`config.mk`:
```
export PLATFORM = sky130hd
export DESIGN_NAME = fetch_unit
export DESIGN_NICKNAME = d
export VERILOG_FILES = /design/src/rtl/fetch_unit.sv
export SDC_FILE = /design/constraint.sdc
export NUM_CORES = 1
export LEC_CHECK = 0
export CAP_MARGIN = 25
export CORE_AREA = 2 2 117 119
export DETAILED_ROUTE_END_ITERATION = 10
export DIE_AREA = 0 0 119 121
export PLACE_DENSITY = 0.84
export REMOVE_ABC_BUFFERS = 1
export SLEW_MARGIN = 20
export SYNTH_ARGS = -nofsm -noshare
export SYNTH_HDL_FRONTEND = slang
export SYNTH_SLANG_ARGS = --single-unit
```
`constraint.sdc`:
```
create_clock -name clk -period 4.2 [get_ports clk]
set_input_delay 0.84 -clock clk [delete_from_list [all_inputs] [get_ports clk]]
set_output_delay 0.84 -clock clk [all_outputs]
set_load 0.02 [all_outputs]
```
`src/rtl/fetch_unit.sv`:
```
// fetch_unit
//   Instruction-fetch stage feeding the IF/ID pipeline register. Owns the PC,
//   issues one request at a time to a variable-latency instruction memory and
//   presents the returned instruction (with its PC+4) until IF/ID consumes it.
//   A NOP bubble (all zeros, ins_valid=0) is driven whenever nothing is ready.
//   Branch/jump redirects from ID replace the PC and squash any fetch that is
//   already in flight.
//
// Ports
//   clk, reset                   clock, asynchronous active-high reset
//   PC_write                     1 = IF/ID consumes the presented instruction
//   branch_taken, branch_target  branch redirect (priority over jump)
//   jump, jump_target            jump redirect
//   imem_req, imem_addr          request handshake / address (= pc)
//   imem_ready                   memory accepts request on imem_req && imem_ready
//   imem_rvalid, imem_rdata      one response per accepted request
//   Ins_out, PC_plus4_out        instruction and its PC+4 (zero when not valid)
//   ins_valid                    Ins_out/PC_plus4_out hold a real instruction
//   PC_out                       current pc
module fetch_unit #(
  parameter logic [31:0] RESET_PC = 32'h0000_0000
) (
  input  logic        clk,
  input  logic        reset,
  input  logic        PC_write,
  input  logic        branch_taken,
  input  logic [31:0] branch_target,
  input  logic        jump,
  input  logic [31:0] jump_target,
  output logic        imem_req,
  output logic [31:0] imem_addr,
  input  logic        imem_ready,
  input  logic        imem_rvalid,
  input  logic [31:0] imem_rdata,
  output logic [31:0] Ins_out,
  output logic [31:0] PC_plus4_out,
  output logic        ins_valid,
  output logic [31:0] PC_out
);

  typedef enum logic [1:0] {
    S_REQ  = 2'd0,
    S_WAIT = 2'd1,
    S_HOLD = 2'd2
  } state_t;

  state_t      state, state_nxt;
  logic [31:0] pc, pc_nxt;
  logic        drop, drop_nxt;
  logic [31:0] ins_q, ins_nxt;
  logic [31:0] pcp4_q, pcp4_nxt;
  logic        vld_q, vld_nxt;

  logic        redirect;
  logic [31:0] redirect_pc;
  logic [31:0] pc_plus4;

  assign redirect    = branch_taken | jump;
  // Targets are forced word-aligned; branch wins when both redirects fire.
  assign redirect_pc = (branch_taken ? branch_target : jump_target) & 32'hFFFF_FFFC;
  assign pc_plus4    = pc + 32'd4;

  // State register
  always_ff @(posedge clk or posedge reset) begin
    if (reset) begin
      state  <= S_REQ;
      pc     <= RESET_PC;
      drop   <= 1'b0;
      ins_q  <= 32'b0;
      pcp4_q <= 32'b0;
      vld_q  <= 1'b0;
    end else begin
      state  <= state_nxt;
      pc     <= pc_nxt;
      drop   <= drop_nxt;
      ins_q  <= ins_nxt;
      pcp4_q <= pcp4_nxt;
      vld_q  <= vld_nxt;
    end
  end

  // Next-state logic
  always_comb begin
    state_nxt = state;
    pc_nxt    = pc;
    drop_nxt  = drop;
    ins_nxt   = ins_q;
    pcp4_nxt  = pcp4_q;
    vld_nxt   = vld_q;

    if (redirect) begin
      pc_nxt   = redirect_pc;
      ins_nxt  = 32'b0;
      pcp4_nxt = 32'b0;
      vld_nxt  = 1'b0;
    end

    case (state)
      S_REQ: begin
        if (imem_ready) begin
          state_nxt = S_WAIT;
          // The old-address request was accepted this edge; its data is stale.
          if (redirect) drop_nxt = 1'b1;
        end
      end

      S_WAIT: begin
        if (redirect) begin
          if (imem_rvalid) begin
            drop_nxt  = 1'b0;
            state_nxt = S_REQ;
          end else begin
            drop_nxt = 1'b1;
          end
        end else if (imem_rvalid) begin
          if (drop) begin
            drop_nxt  = 1'b0;
            state_nxt = S_REQ;
          end else begin
            ins_nxt   = imem_rdata;
            pcp4_nxt  = pc_plus4;
            vld_nxt   = 1'b1;
            state_nxt = S_HOLD;
          end
        end
      end

      S_HOLD: begin
        if (redirect) begin
          state_nxt = S_REQ;
        end else if (PC_write) begin
          pc_nxt    = pc_plus4;
          ins_nxt   = 32'b0;
          pcp4_nxt  = 32'b0;
          vld_nxt   = 1'b0;
          state_nxt = S_REQ;
        end
      end

      default: begin
        state_nxt = S_REQ;
      end
    endcase
  end

  // Request is suppressed while reset is held so the first request appears
  // in the cycle after reset deasserts.
  assign imem_req     = (state == S_REQ) && !reset;
  assign imem_addr    = pc;
  assign Ins_out      = ins_q;
  assign PC_plus4_out = pcp4_q;
  assign ins_valid    = vld_q;
  assign PC_out       = pc;

endmodule

```
==> Yosys cells after proc, flatten, opt, wreduce, memory -nomap -nowiden <==
Cells that the tools add are included.
{ "classes": {"addsub": 1, "n_eq_ne": 7, "n_mux": 40, "bitwise_logic": 1, "n_reduce_logical": 6} }
{ "ops": {"columns": ["cell", "n"], "rows": [
  ["2-to-1 mux 32 bit", 17],
  ["one-hot mux 32 bit (2 select lines)", 2],
  ["adder 32 x 3 -> 32 bit (second input constant)", 1],
  ["2-to-1 mux 2 bit", 7],
  ["2-to-1 mux 1 bit", 11],
  ["!= test 2 bit (second input constant)", 3],
  ["!= test 3 bit (second input constant)", 2],
  ["one-hot mux 2 bit (3 select lines)", 1],
  ["one-hot mux 1 bit (2 select lines)", 2],
  ["AND reduction 4 bit", 1],
  ["AND reduction 3 bit", 1],
  ["equality test 2 x 1 -> 1 bit (second input constant)", 1],
  ["equality test 2 bit (second input constant)", 1],
  ["zero test 2 bit", 1],
  ["nonzero test 2 bit", 1],
  ["logical AND 1 bit", 1],
  ["zero test 1 bit", 1],
  ["bitwise OR 1 bit", 1]
]} }
{ "totals": {"regBits": 100, "in_bits": 103, "word_cells": 61} }

==> Logic depth before layout (Yosys ltp) <==
Gate-level depths: netlist of the first run.
{ "logic_depth": {"ltp_word": 6, "ltp_mapped": 8, "mapped_depth_nobuf": 7} }

==> Worst setup path before layout of the first run <==
No wires, ideal clock.
{ "synth_path": {"kind": "flip-flop to flip-flop", "from": "reg pc[2] (netlist: PC_out[2])", "to": "reg pc[30] (netlist: PC_out[30])", "setup_ns": 0.124, "t_arrival_ns": 2.042, "slack_ns": 2.034, "stages_incl_launch_ff": 8, "path_buffers": 1, "period_less_slack_ns": 2.166, "path_cell_list": "dfrtp_1 > ha_1 > nand3_1 > or3_1 > buf_6 > nor2_2 > nor2_1 > a211o_1"} }
{ "synth_between": {"elab_chain_cells": 4} }
{ "synth_lines": {"columns": ["item", "line", "text"], "rows": [
  ["from (decl)", "48", "logic [31:0] pc, pc_nxt;"],
  ["from (signal assigned)", "74", "pc <= pc_nxt;"],
  ["adder 32 x 3 -> 32 bit", "61", "assign pc_plus4 = pc + 32'd4;"],
  ["2-to-1 mux 32 bit", "131", "end else if (PC_write) begin"],
  ["2-to-1 mux 32 bit", "129", "if (redirect) begin"],
  ["2-to-1 mux 32 bit", "98", "case (state)"],
  ["via pc_nxt[30]", "48", null]
]} }
The timed path passes the listed nets, and every way through them passes these cells.
A chain may end at the register's enable or synchronous reset.

==> Worst setup path after layout of the first run <==
{ "layout_path": {"from": "in reset", "to": "out imem_req"} }
{ "layout_between": {"elab_chain_cells": 2} }
{ "layout_lines": {"columns": ["item", "line", "text"], "rows": [
  ["from (decl)", "24", "input logic reset,"],
  ["zero test 1 bit", "148", "assign imem_req = (state == S_REQ) && !reset;"],
  ["logical AND 1 bit", "148", null],
  ["to (decl)", "30", "output logic imem_req,"]
]} }
No other way between the ends.

==> results of run 1 <==
-- Yosys cell counts, drive strengths merged, types with 4 or more instances --
library cell	n
a21oi	34
a221oi	4
a22o	36
and3	7
buf	41
clkbuf	31
dfrtp	100
ha	4
inv	17
mux2i	4
nand2	81
nand2b	4
nand3	18
nand4	14
nor2	31
nor2b	4
nor3	12
nor4	5
o2111ai	10
o21ai	31
o221ai	10
o22ai	9
or3	4
xnor2	28
xor2	22
-- registers in the layout, summed over array words and instances (netlist names) --
name and cells:
Ins_out 32, PC_out 32, ins_valid 1, PC_plus4_out 32, state 2, drop 1
-- layout make-up --
| type | instances | share of cell area |
|---|---|---|
| multi-input cells | 393 | 0.317 |
| flip-flops and latches | 100 | 0.314 |
| repair buffers | 240 | 0.297 |
| clock buffers | 9 | 0.0283 |
| well taps | 176 | 0.0276 |
| inverters | 17 | 0.00832 |
| clock inverters | 7 | 0.00801 |
-- power groups by stage --
stage | Clock [uW] | Sequential [uW] | Combinational (uW)
global route | 881 | 1100 | 776
detailed placement | 0 | 1110 | 717
CTS | 833 | 1100 | 719
finish | 822 | 1100 | 719
global placement | 0 | 1110 | 704
floorplan | 0 | 1180 | 270
-- worst max-delay path, cell delays in order --
cell             delay (ps)
clkdlybuf4s50_1         470
nor2_1                  110
clkdlybuf4s50_1         610
-- final timing paths --
check | slack [ps] | end | from
max | 1330 | imem_req | reset
min | 480 | PC_plus4_out[2] | PC_plus4_out[2]
max reg2reg | 1690 | PC_out[30] | PC_out[2]
min reg2reg | 480 | PC_plus4_out[2] | PC_plus4_out[2]
max in group asynchronous | 2440 | PC_plus4_out[12] | reset
min in group asynchronous | 910 | drop | reset
-- cell families (layout without fill, tap and decap cells) --
| logic type | after synthesis | in the layout | share of synthesized area |
|---|---|---|---|
| fa+ha+maj | 4 | 4 | 0.00911 |
| mux | 6 | 6 | 0.0114 |
| compound gates | 141 | 141 | 0.179 |
| buf+inv | 89 | 273 | 0.0873 |
| simple gates | 192 | 192 | 0.178 |
| flops | 100 | 100 | 0.456 |
| xor+xnor | 50 | 50 | 0.0797 |
-- routing by layer --
| layer | track usage | share of wire |
|---|---|---|
| met1 | 0.285 | 0.43 |
| met2 | 0.384 | 0.49 |
| met3 | 0.0385 | 0.060 |
| met4 | 0.0848 | 0.022 |
| met5 | 0 | 0 |
-- stage by stage --
stage	power [uW]	utilization	cells	instance area (sq um)
5_1_grt	2760	0.609	942	7970
3_3_place_gp	1810	0.587	926	7680
3_5_place_dp	1830	0.587	926	7680
4_1_cts	2650	0.609	942	7970
6_report	2640	0.609	942	7970
2_1_floorplan	1450	-	510	5080
==> flow_metrics.tcl, run 1 <==
set metrics [dict create \
    combPwrFrac 0.273 \
    fin_ws_ps 1330 \
    p_clk_frac 0.312 \
    fin_crit_ps 2870 \
    pwr_density_cell_nw_per_um2 331 \
    cts-resized-gates 0 \
    p_leak_uw 0.00317 \
    synth_edf_count 0 \
    layout.nets 868 \
    fillers 1065 \
    pin_count 233 \
    whs_ps 481 \
    fin_crit_sh 0.682 \
    pwr-share-seq 0.415 \
    reg2regPathDepth 6 \
    cap_violations 0 \
    drt-total-wl_microns 16400 \
    crit_required_ps 3360 \
    ant_nets 0 \
    hp-class "flip-flop to flip-flop" \
    tightestPinTransition_ps 726 \
    initial_core_util 0.420 \
    insertion_delay_ps 360 \
    synth_area_leaders "dfrtp_1 46%, a22o_1 5.7%, nand2_1 5.5%" \
    path_class "input port to primary output" \
    final_common_cell "clkdlybuf4s50_1" \
    die_x_microns 119 \
    die_h_microns 121 \
    drc 0 \
    hold_depth 2 \
    synth_seq_cells 100 \
    critPathLaunchType "input port" \
    gp_congestion 0.848 \
    synthCells 582 \
    yosys_warnings 0 \
    relSlewSlack 0.512 \
    wl_per_cell_microns 17.4 \
    dp_hpwl_microns 12100 \
    netlist_area_sq_um 5490 \
    antenna_cells 0 \
    grt_usage 0.225 \
    worstPathMaxFanout 2 \
    multi_input_area_sq_um 2520 \
    route.vias.total 5050 \
    hold_violations 0 \
    setup_viol 0 \
    synthDistinctLibCells 50 \
    synth_top_area_cell "dfrtp_1" \
    clock_sinks 100 \
    clk_pin_slew_ps 70 \
    vias_per_cell 5.36 \
    area_growth_pct 45.1 \
    antenna_found_initial 0 \
    core_area_sq_um 13100 \
    grt_overflow 0 \
    dr.first_iter.drc_count 357 \
    grt_pass1_wl_microns 25500 \
    layout_common_cells "227 x clkdlybuf4s50_1, 100 x dfrtp_1, 81 x nand2_1, 36 x a22o_1, 34 x a21oi_1" \
    rsz0062_at_grt "false" \
    skew_ps 8.60 \
    cts_hold_repair.buffers 0 \
    grt_max_degree 53 \
    critPathCaptureType "primary output" \
    synth_top_cell_area_share 0.456 \
    drive_gt1_frac 0.0679 \
    postCtsSetupRepairBufs 0 \
    drv_slew 0 \
    cts_tree "yes" \
    h-tree-depth 3 \
    tns_ps 0 \
    grt_pass1_vias 4871 \
    clock.fmax_mhz 349 \
    clockRootBuffer "clkbuf_16" \
    internal-power_uw 1750 \
    cts_made_buffers 9 \
    netSwitchingFraction 0.338 \
    switchingPower_uw 891 \
    synth_flop_cell "dfrtp_1" \
    cts_buffer_depth 2 \
    arrival_ps 2030 \
    yosysSeqAreaShare 0.456 \
    ir_drop_mv 0.179 \
    synthArstFlopShare 1.00 \
    portBuffers 228 \
    dp_slack_ps 1250 \
    die-area_sq_um 14400 \
    drt_first_pass_iters 5 \
    regArea_sq_um 2500 \
    avgSynthCellArea_sq_um 9.44 \
    num_rows 42 \
    outcome "completed" \
]
No activity file was read; power rests on OpenSTA's default activity.
==> inputs of run 2 (changes only) <==
==> constraint.sdc (replaced) <==
create_clock -name clk -period 3 [get_ports clk]
set_input_delay 0.6 -clock clk [delete_from_list [all_inputs] [get_ports clk]]
set_output_delay 0.6 -clock clk [all_outputs]
set_load 0.02 [all_outputs]
==> flow_metrics.tcl, run 2 (synthesized netlist as in run 1, its figures left out) <==
set metrics [dict create \
    die-area_sq_um 14400 \
    critPathCaptureType "flip-flop" \
    layout.nets 869 \
    drv_slew 0 \
    postCtsSetupRepairBufs 0 \
    pin_count 233 \
    worstPathMaxFanout 10 \
    skew_ps 13.1 \
    fin_crit_sh 0.831 \
    antenna_found_initial 0 \
    dp_hpwl_microns 12100 \
    outcome "completed" \
    cts_tree "yes" \
    clockRootBuffer "clkbuf_16" \
    critPathLaunchType "flip-flop" \
    cts_made_buffers 9 \
    final_common_cell "clkdlybuf4s50_1" \
    grt_pass1_vias 4927 \
    design_area_sq_um 8010 \
    area_growth_pct 45.8 \
    crit_required_ps 3210 \
    hp-class "flip-flop to flip-flop" \
    wl_per_cell_microns 17.2 \
    p_leak_uw 0.00318 \
    gp_congestion 0.843 \
    core_area_sq_um 13100 \
    die_h_microns 121 \
    insertion_delay_ps 360 \
    clock_sinks 100 \
    antenna_cells 0 \
    die_x_microns 119 \
    cts_buffer_depth 2 \
    clock.fmax_mhz 401 \
    ant_nets 0 \
    route.vias.total 5063 \
    grt_overflow 0 \
    drt-total-wl_microns 16200 \
    drt_first_pass_iters 5 \
    path_class "flip-flop to flip-flop" \
    cap_violations 0 \
    grt_max_degree 67 \
    dr.first_iter.drc_count 278 \
    drive_gt1_frac 0.0691 \
    layout_common_cells "227 x clkdlybuf4s50_1, 100 x dfrtp_1, 81 x nand2_1, 36 x a22o_1, 34 x a21oi_1" \
    cts_hold_repair.buffers 0 \
    num_rows 42 \
    portBuffers 228 \
    tightestPinTransition_ps 681 \
    tns_ps 0 \
    h-tree-depth 3 \
    fin_crit_ps 2490 \
    drc 0 \
    relSlewSlack 0.542 \
    arrival_ps 2710 \
    reg2reg_slack_ps 510 \
    grt_pass1_wl_microns 25500 \
    initial_core_util 0.420 \
    hold_violations 0 \
    rsz0062_at_grt "false" \
    ir_drop_mv 0.262 \
    setup_viol 0 \
    postPlaceCellArea_sq_um 7710 \
    vias_per_cell 5.37 \
    cts-resized-gates 0 \
    pwr_density_cell_nw_per_um2 463 \
    fillers 1067 \
    grt_usage 0.224 \
    clk_pin_slew_ps 80 \
]
==> run 2: report_power, final <==
part	switching, uW	total (uW)	internal [uW]
clock	531	1170	634
combinational	557	1010	454
sequential	117	1530	1420
total	1200	3710	2500
==> run 2: path summary, 6_finish.rpt <==
| kind | to | from | cells after the start |
|---|---|---|---|
| min reg2reg | PC_plus4_out[10] | PC_plus4_out[10] | 2 |
| min | PC_plus4_out[10] | PC_plus4_out[10] | 2 |
| min in group asynchronous | PC_plus4_out[30] | reset | 2 |
| max reg2reg | PC_out[24] | PC_out[2] | 6 |
| max | PC_out[24] | PC_out[2] | 6 |
| max in group asynchronous | Ins_out[29] | reset | 3 |
==> run 2: area by class of cell <==
type | count | area, sq um | share of cell area
multi-input cells | 393 | 2520 | 0.315
flip-flops and latches | 100 | 2500 | 0.312
repair buffers | 241 | 2400 | 0.300
clock buffers | 12 | 267 | 0.0333
well taps | 176 | 220 | 0.0275
inverters | 17 | 66.3 | 0.00828
clock inverters | 4 | 31.3 | 0.00391
==> run 2: stage by stage <==
stage | setup slack [ps] | util | total power, uW | hold WS [ps] | instances
after floorplan | -496 | - | 2030 | 466 | 510
after global placement | 547 | 0.589 | 2540 | 464 | 927
after detailed placement | 530 | 0.589 | 2570 | 469 | 927
after CTS | 517 | 0.612 | 3720 | 484 | 943
after global routing | 338 | 0.612 | 3870 | 506 | 943
final | 507 | 0.612 | 3710 | 480 | 943
==> run 2: critical path: stages, from the launching register on <==
cell and delay, ps:
dfrtp_1 490, ha_1 290, nand3_1 370, or3_1 660, nor3_2 250, xnor2_1 170
o221ai_2 120
==> run 2: metal layers <==
layer / global-route usage / share of wire
met4: 0.0796 / 0.020
met3: 0.0352 / 0.061
met2: 0.383 / 0.49
met5: 0 / 0
met1: 0.289 / 0.43
==> inputs of run 3 (changes only) <==
==> constraint.sdc (replaced) <==
create_clock -name clk -period 2.3 [get_ports clk]
set_input_delay 0.46 -clock clk [delete_from_list [all_inputs] [get_ports clk]]
set_output_delay 0.46 -clock clk [all_outputs]
set_load 0.02 [all_outputs]
==> flow_metrics.tcl, run 3 (synthesized netlist as in run 1, its figures left out) <==
set metrics [dict create \
    critPathLaunchType "flip-flop" \
    fin_crit_sh 0.907 \
    antenna_cells 0 \
    h-tree-depth 3 \
    num_rows 42 \
    core_area_sq_um 13100 \
    die_x_microns 119 \
    gp_congestion 0.864 \
    arrival_ps 2310 \
    cts_made_buffers 9 \
    pwr_density_cell_nw_per_um2 596 \
    layout_common_cells "226 x clkdlybuf4s50_1, 100 x dfrtp_1, 81 x nand2_1, 39 x buf_4, 36 x a22o_1" \
    reg2reg_slack_ps 210 \
    wl_met1_microns 6930 \
    outcome "completed" \
    wl_per_cell_microns 17.1 \
    final_common_cell "clkdlybuf4s50_1" \
    pin_count 233 \
    ant_nets 0 \
    insertion_delay_ps 340 \
    drt_first_pass_iters 7 \
    critPathCaptureType "flip-flop" \
    drc 0 \
    area_growth_pct 50.2 \
    grt_pass1_wl_microns 26500 \
    route.vias.total 5163 \
    grt_usage 0.230 \
    tightestPinTransition_ps 506 \
    drv_slew 0 \
    layout.nets 899 \
    p_leak_uw 0.00335 \
    clk_pin_slew_ps 70 \
    clock.fmax_mhz 479 \
    vias_per_cell 5.31 \
    skew_ps 6.82 \
    grt_max_degree 38 \
    antenna_found_initial 0 \
    tns_ps 0 \
    grt_pass1_vias 5204 \
    drt-total-wl_microns 16700 \
    grt_overflow 0 \
    cts_hold_repair.buffers 0 \
    path_class "flip-flop to flip-flop" \
    wl_met3_microns 1020 \
    hp-class "flip-flop to flip-flop" \
    fin_crit_ps 2090 \
    dr.first_iter.drc_count 327 \
    clockRootBuffer "clkbuf_16" \
    worstPathMaxFanout 11 \
    clock_sinks 100 \
    die-area_sq_um 14400 \
    setup_viol 0 \
    dp_hpwl_microns 12900 \
    highest_layer "met4" \
    hold_violations 0 \
    wl_met2_microns 8560 \
    rsz0062_at_grt "false" \
    cts_buffer_depth 2 \
    portBuffers 228 \
    cts_tree "yes" \
    crit_required_ps 2520 \
    initial_core_util 0.420 \
    whs_ps 483 \
    relSlewSlack 0.660 \
    die_h_microns 121 \
    cap_violations 0 \
    ir_drop_mv 0.400 \
    drive_gt1_frac 0.104 \
]
[run 3: cell type report]
class	instances	area [sq um]
flip-flops and latches	100	2500
multi-input cells	393	2520
repair buffers	271	2650
well taps	176	220
fillers	1080	4830
inverters	17	66.3
clock buffers	9	225
clock inverters	7	65.1
[run 3: layer usage]
metal  up-vias  track usage
met5         -            0
met4         0       0.0543
met3        12       0.0451
met2       218        0.408
met1      2475        0.289
li1       2458            -
[run 3: metrics by stage]
| step | instances | setup WS (ps) | utilization | power [uW] | cell area [sq um] |
|---|---|---|---|---|---|
| 2_1_floorplan | 510 | -1060 | - | 2640 | 5080 |
| 3_3_place_gp | 957 | 27.2 | 0.608 | 3420 | 7960 |
| 3_5_place_dp | 957 | 25.8 | 0.608 | 3460 | 7960 |
| 4_1_cts | 973 | 225 | 0.631 | 4950 | 8250 |
| 5_1_grt | 973 | 65.5 | 0.631 | 5140 | 8250 |
| 6_report | 973 | 214 | 0.631 | 4920 | 8250 |
[run 3: power breakdown]
part / internal [uW] / switching [uW] / total (uW) / leakage (uW)
sequential: 1850 / 132 / 1980 / 0.00133
combinational: 677 / 779 / 1460 / 0.00187
clock: 765 / 721 / 1490 / 0.000146
total: 3290 / 1630 / 4920 / 0.00335
[run 3: timing repair]
| item | in CTS | in global routing |
|---|---|---|
| gates resized for setup | 1 | 0 |
| endpoints found under the setup margin | 1 | 0 |
| buffers inserted | 0 | 0 |
[run 3: final timing paths]
path,startpoint,to,cells after the start
max reg2reg,PC_out[9],PC_out[24],5
min in group asynchronous,reset,PC_plus4_out[23],2
max in group asynchronous,reset,PC_plus4_out[14],3
min,PC_plus4_out[9],PC_plus4_out[9],2
max,PC_out[9],PC_out[24],5
min reg2reg,PC_plus4_out[9],PC_plus4_out[9],2
[run 3: critical path, cell delays in order, from the launching register on]
cell and delay, ps:
dfrtp_1 470, nand4_2 340, or3_1 600, nor3_2 270
xnor2_1 160, o221ai_2 110
